### src/rtl/id_ex_stage.sv
// ID/EX pipeline register, operand select and ALU op decode for the RV32I core.
// Define ID_EX_FORWARD_EN for forwarding muxes; otherwise any pending RAW stalls.
module id_ex_stage #(
  parameter int XLEN = 32
) (
  input  logic            clk,
  input  logic            rst_n,
  input  logic            stall,
  input  logic            flush,
  input  logic            id_valid,
  input  logic [XLEN-1:0] id_pc,
  input  logic [XLEN-1:0] id_rs1_data,
  input  logic [XLEN-1:0] id_rs2_data,
  input  logic [XLEN-1:0] id_imm,
  input  logic [4:0]      id_rs1_addr,
  input  logic [4:0]      id_rs2_addr,
  input  logic [4:0]      id_rd_addr,
  input  logic [2:0]      id_fun3,
  input  logic            id_fun7_5,
  input  logic [1:0]      id_op_type,
  input  logic [1:0]      id_a_sel,
  input  logic            id_b_sel,
  input  logic            id_reg_write,
  input  logic            id_mem_read,
  input  logic            id_mem_write,
  input  logic [4:0]      exm_rd_addr,
  input  logic            exm_reg_write,
  input  logic [XLEN-1:0] exm_result,
  input  logic [4:0]      mwb_rd_addr,
  input  logic            mwb_reg_write,
  input  logic [XLEN-1:0] mwb_data,
  output logic [XLEN-1:0] alu_a,
  output logic [XLEN-1:0] alu_b,
  output logic [3:0]      alu_operation,
  output logic [XLEN-1:0] ex_store_data,
  output logic            ex_valid,
  output logic            ex_reg_write,
  output logic            ex_mem_read,
  output logic            ex_mem_write,
  output logic [4:0]      ex_rd_addr,
  output logic [XLEN-1:0] ex_pc,
  output logic            hazard_stall
);

  typedef struct packed {
    logic            valid;
    logic [XLEN-1:0] pc;
    logic [XLEN-1:0] rs1_data;
    logic [XLEN-1:0] rs2_data;
    logic [XLEN-1:0] imm;
    logic [4:0]      rs1_addr;
    logic [4:0]      rs2_addr;
    logic [4:0]      rd_addr;
    logic [2:0]      fun3;
    logic            fun7_5;
    logic [1:0]      op_type;
    logic [1:0]      a_sel;
    logic            b_sel;
    logic            reg_write;
    logic            mem_read;
    logic            mem_write;
  } id_ex_t;

  id_ex_t          r_q;
  id_ex_t          w_d;
  logic [XLEN-1:0] w_rs1;
  logic [XLEN-1:0] w_rs2;
  logic [3:0]      w_alu_op;
  logic            w_load_use;
  logic            w_raw;

  always_comb begin
    w_d          = '0;
    w_d.valid    = id_valid;
    w_d.pc       = id_pc;
    w_d.rs1_data = id_rs1_data;
    w_d.rs2_data = id_rs2_data;
    w_d.imm      = id_imm;
    w_d.rs1_addr = id_rs1_addr;
    w_d.rs2_addr = id_rs2_addr;
    w_d.rd_addr  = id_rd_addr;
    w_d.fun3     = id_fun3;
    w_d.fun7_5   = id_fun7_5;
    w_d.op_type  = id_op_type;
    w_d.a_sel    = id_a_sel;
    w_d.b_sel    = id_b_sel;
    w_d.reg_write = id_reg_write;
    w_d.mem_read  = id_mem_read;
    w_d.mem_write = id_mem_write;
  end

  always_ff @(posedge clk) begin
    if (!rst_n) begin
      r_q <= '0;
    end else if (flush) begin
      r_q <= '0;
    end else if (!stall) begin
      r_q <= w_d;
    end
  end

`ifdef ID_EX_FORWARD_EN
  logic w_exm_rs1, w_exm_rs2, w_mwb_rs1, w_mwb_rs2;

  assign w_exm_rs1 = exm_reg_write && exm_rd_addr != 5'd0
                     && exm_rd_addr == r_q.rs1_addr;
  assign w_exm_rs2 = exm_reg_write && exm_rd_addr != 5'd0
                     && exm_rd_addr == r_q.rs2_addr;
  assign w_mwb_rs1 = mwb_reg_write && mwb_rd_addr != 5'd0
                     && mwb_rd_addr == r_q.rs1_addr;
  assign w_mwb_rs2 = mwb_reg_write && mwb_rd_addr != 5'd0
                     && mwb_rd_addr == r_q.rs2_addr;

  // EX/MEM is the younger result, so it shadows MEM/WB
  assign w_rs1 = w_exm_rs1 ? exm_result :
                 w_mwb_rs1 ? mwb_data : r_q.rs1_data;
  assign w_rs2 = w_exm_rs2 ? exm_result :
                 w_mwb_rs2 ? mwb_data : r_q.rs2_data;
  assign w_raw = 1'b0;
`else
  logic w_raw1, w_raw2;
  logic w_unused;

  assign w_rs1 = r_q.rs1_data;
  assign w_rs2 = r_q.rs2_data;

  assign w_raw1 = id_rs1_addr != 5'd0 && (
    (r_q.reg_write && r_q.valid && r_q.rd_addr == id_rs1_addr) ||
    (exm_reg_write && exm_rd_addr == id_rs1_addr) ||
    (mwb_reg_write && mwb_rd_addr == id_rs1_addr));
  assign w_raw2 = id_rs2_addr != 5'd0 && (
    (r_q.reg_write && r_q.valid && r_q.rd_addr == id_rs2_addr) ||
    (exm_reg_write && exm_rd_addr == id_rs2_addr) ||
    (mwb_reg_write && mwb_rd_addr == id_rs2_addr));
  assign w_raw = w_raw1 || w_raw2;

  assign w_unused = ^{exm_result, mwb_data, r_q.rs1_addr, r_q.rs2_addr};
`endif

  assign w_load_use = r_q.valid && r_q.mem_read && r_q.rd_addr != 5'd0
                      && id_valid
                      && (r_q.rd_addr == id_rs1_addr
                          || r_q.rd_addr == id_rs2_addr);

  // I-type keeps fun7_5 only for srai, so addi with imm[10]=1 stays add
  always_comb begin
    w_alu_op = 4'b0000;
    unique case (r_q.op_type)
      2'b00: w_alu_op = 4'b0000;
      2'b01: w_alu_op = {r_q.fun7_5, r_q.fun3};
      2'b10: w_alu_op = {(r_q.fun3 == 3'b101) & r_q.fun7_5, r_q.fun3};
      default: begin
        unique case (1'b1)
          r_q.fun3[2:1] == 2'b11: w_alu_op = 4'b0011;
          r_q.fun3[2:1] == 2'b10: w_alu_op = 4'b0010;
          default:                w_alu_op = 4'b1000;
        endcase
      end
    endcase
  end

  always_comb begin
    alu_a = '0;
    unique case (r_q.a_sel)
      2'b00:   alu_a = w_rs1;
      2'b01:   alu_a = r_q.pc;
      default: alu_a = '0;
    endcase
  end

  assign alu_b         = r_q.b_sel ? r_q.imm : w_rs2;
  assign alu_operation = w_alu_op;
  assign ex_store_data = w_rs2;
  assign ex_valid      = r_q.valid;
  assign ex_reg_write  = r_q.reg_write;
  assign ex_mem_read   = r_q.mem_read;
  assign ex_mem_write  = r_q.mem_write;
  assign ex_rd_addr    = r_q.rd_addr;
  assign ex_pc         = r_q.pc;
  assign hazard_stall  = w_load_use || w_raw;

endmodule

### config.mk
export PLATFORM = sky130hd
export DESIGN_NAME = id_ex_stage
export DESIGN_NICKNAME = d
export VERILOG_FILES = /design/src/rtl/id_ex_stage.sv
export SDC_FILE = /design/constraint.sdc
export NUM_CORES = 1
export LEC_CHECK = 0
export BUFFER_PORTS_ARGS = -buffer_cell sky130_fd_sc_hd__buf_4
export CAP_MARGIN = 0
export CORE_ASPECT_RATIO = 0.7
export CORE_UTILIZATION = 30
export DETAILED_ROUTE_END_ITERATION = 10
export GPL_TIMING_DRIVEN = 0
export PLACE_DENSITY = 0.67
export REMOVE_ABC_BUFFERS = 1
export SLEW_MARGIN = 15
export SYNTH_ARGS = -nofsm -noshare
export SYNTH_HDL_FRONTEND = slang
export SYNTH_SLANG_ARGS = --single-unit
### constraint.sdc
create_clock -name clk -period 3.9 [get_ports clk]
set_input_delay 0.78 -clock clk [delete_from_list [all_inputs] [get_ports clk]]
set_output_delay 0.78 -clock clk [all_outputs]
set_load 0.02 [all_outputs]
==> impl_metrics.toml <==
[placed_design]
preCtsSetupSlack_ps = 1150
place.gp.congestion = 0.795
place_hpwl_mm = 13.7
dp_cells = 1239
io_buffers = 313

[clock_tree]
ctsHoldBuffers = 0
cts_tree = "built"
cts_max_level = 4
postCtsSetupRepairBufs = 0
clock_path_buffers = 2
clk_pin_slew_ps = 70
ctsResizeCount = 0
clkLatencyLatePin_ps = 410
cts_made_buffers = 17
cts.sinks = 146
root_buffer = "clkbuf_16"

[die]
die-area_um2 = 23900
core_um2 = 22700
start_util = 0.307
rows = 46
num_io_pins = 378
dieHeight_um = 130
chipWidth_um = 184

[sta]
grt_setup_unrepaired = "false"
max_freq_ghz = 0.350
worstMarginPinSlew_ps = 744
final_max_slew_viol_count = 0
period_share = 0.733
clock_skew_ps = 0
setup_viol = 0
timing.final.ws_setup_ps = 1040
period_needed_ps = 2860
max_slew_margin = 0.504
hold_viol_final = 0

[layout]
final-instance-count-excl-fill = 1271
mostFrequentLayoutCells = "buf_4, nor2_1, mux2i_1"
n_antenna_cell = 0
mostFrequentLayoutCell = "buf_4"
drive_gt1_frac = 0.404
final_nets = 1182
synthToLayoutAreaGrowth_pct = 39.7

[route]
initialDrtViolationCount = 159
drc = 0
drt_first_pass_iters = 4
dr_total_vias = 5661
avgRoutedWirePerCell_um = 15.0
drt_wl_total_mm = 19.1
drtAntennaViolNets = 0
avgViaCountPerCell = 4.45

[grt]
grt_use_total = 0.157
grt_pass1_wl_mm = 29.1
first_global_vias = 5518
grt_max_degree = 80
antenna_found_initial = 0
grt_overflow = 0

[yosys]
netlist_instances = 724
syn_area_per_cell_um2 = 9.63
yosys-top-cells-area = "dfxtp_1, mux2i_1, nor2_1"
synth-edff-count = 0
yosysWarnings = 0
ys_seq_elements = 146
ys.flop_type = "dfxtp_1"
synth_area_um2 = 6970
yosysSeqAreaShare = 0.419
yosysTopAreaCellShare = 0.419
ys_types = 28
synth_top_cell_by_area = "dfxtp_1"
async_reset_ff_frac = 0

[power]
ir_drop_uv = 318
cellPowerDensity_nw_per_um2 = 392
power_leakage_nw = 4.68

[critical_path]
critPathArrivalTime_ps = 2080
path_class = "reg2out"
cp-end-kind = "primary output"
reg2reg_depth = 3
required_ps = 3120
startpoint_type = "flip-flop"
path_max_fanout = 5

[min_path]
min_path_cells = 2
hold_path.class = "reg2reg"

[job]
cap_violations = 0

[status]
status = "completed"
-- flip-flops by register name (all words and copies together), names as in the netlist --
signal and count:
ex_reg_write 1, ex_pc 32, r_q 41, ex_store_data 32, ex_mem_write 1, ex_mem_read 1, ex_valid 1, ex_rd_addr 5
w_rs1 32
-- worst paths after layout --
check,start,end,slack [ps]
setup / recovery,ex_rd_addr[0],hazard_stall,1040
hold reg to reg,w_rs1[6],w_rs1[6],490
setup reg to reg,r_q[4],r_q[4],2680
hold / removal,w_rs1[6],w_rs1[6],490
-- Yosys cell counts (2+ instances only) --
library cell	number
nor2_1	181
mux2i_1	178
dfxtp_1	146
buf_4	69
mux2_2	33
clkbuf_1	22
buf_2	20
xnor2_1	17
xor2_1	14
nand2_1	10
buf_1	4
o21ai_0	4
and3_1	3
nand3_1	3
nor4_1	3
nand4_1	2
nor3_1	2
o22ai_1	2
or4_1	2
-- layout make-up --
class	instances	area, µm²
sequential	146	2930
fill	2239	13000
multi-input combinational	462	3340
clock buffer	19	443
tap	312	390
timing repair buffer	318	2480
inverter	1	3.75
clock inverter	13	159
-- per-layer routing --
layer / share of wire / GRT usage / vias to the layer above
met3: 0.095 / 0.0711 / 11
met4: 0.010 / 0.0475 / 0
met2: 0.46 / 0.250 / 210
li1: - / - / 2789
met5: 0 / 0 / -
met1: 0.44 / 0.190 / 2651
-- worst max-delay path, cell delays in order (launching register included) --
cell	delay (ps)
dfxtp_1	360
or4_1	580
o2111ai_2	220
nor4b_1	90
o2bb2ai_1	140
o211ai_1	110
buf_4	170
-- where the power goes --
group / internal, mW / total (mW) / switching [mW]
logic: 0.296 / 0.546 / 0.250
registers: 1.54 / 1.59 / 0.0441
clock network: 1.02 / 1.69 / 0.667
total: 2.86 / 3.82 / 0.961
-- logic make-up after synthesis --
kind of cell	after synthesis	synth area share
muxes	211	0.309
xor gates and xnor gates	31	0.0389
buffers and inverters	116	0.103
AOI/OAI and AO/OA	10	0.0104
and+or+nand+nor	210	0.120
DFF	146	0.419
-- per-stage QoR --
step	hold slack, ps	area [µm²]	power (mW)	utilization	setup TNS, ps
2_1_floorplan	458	6260	1.86	-	0
3_3_place_gp	471	9000	2.16	0.396	-233650
3_5_place_dp	482	9140	2.17	0.402	0
4_1_cts	498	9740	3.88	0.429	0
5_1_grt	520	9740	3.98	0.429	0
6_report	494	9740	3.82	0.429	0
Power figures use the tool's default switching activity.
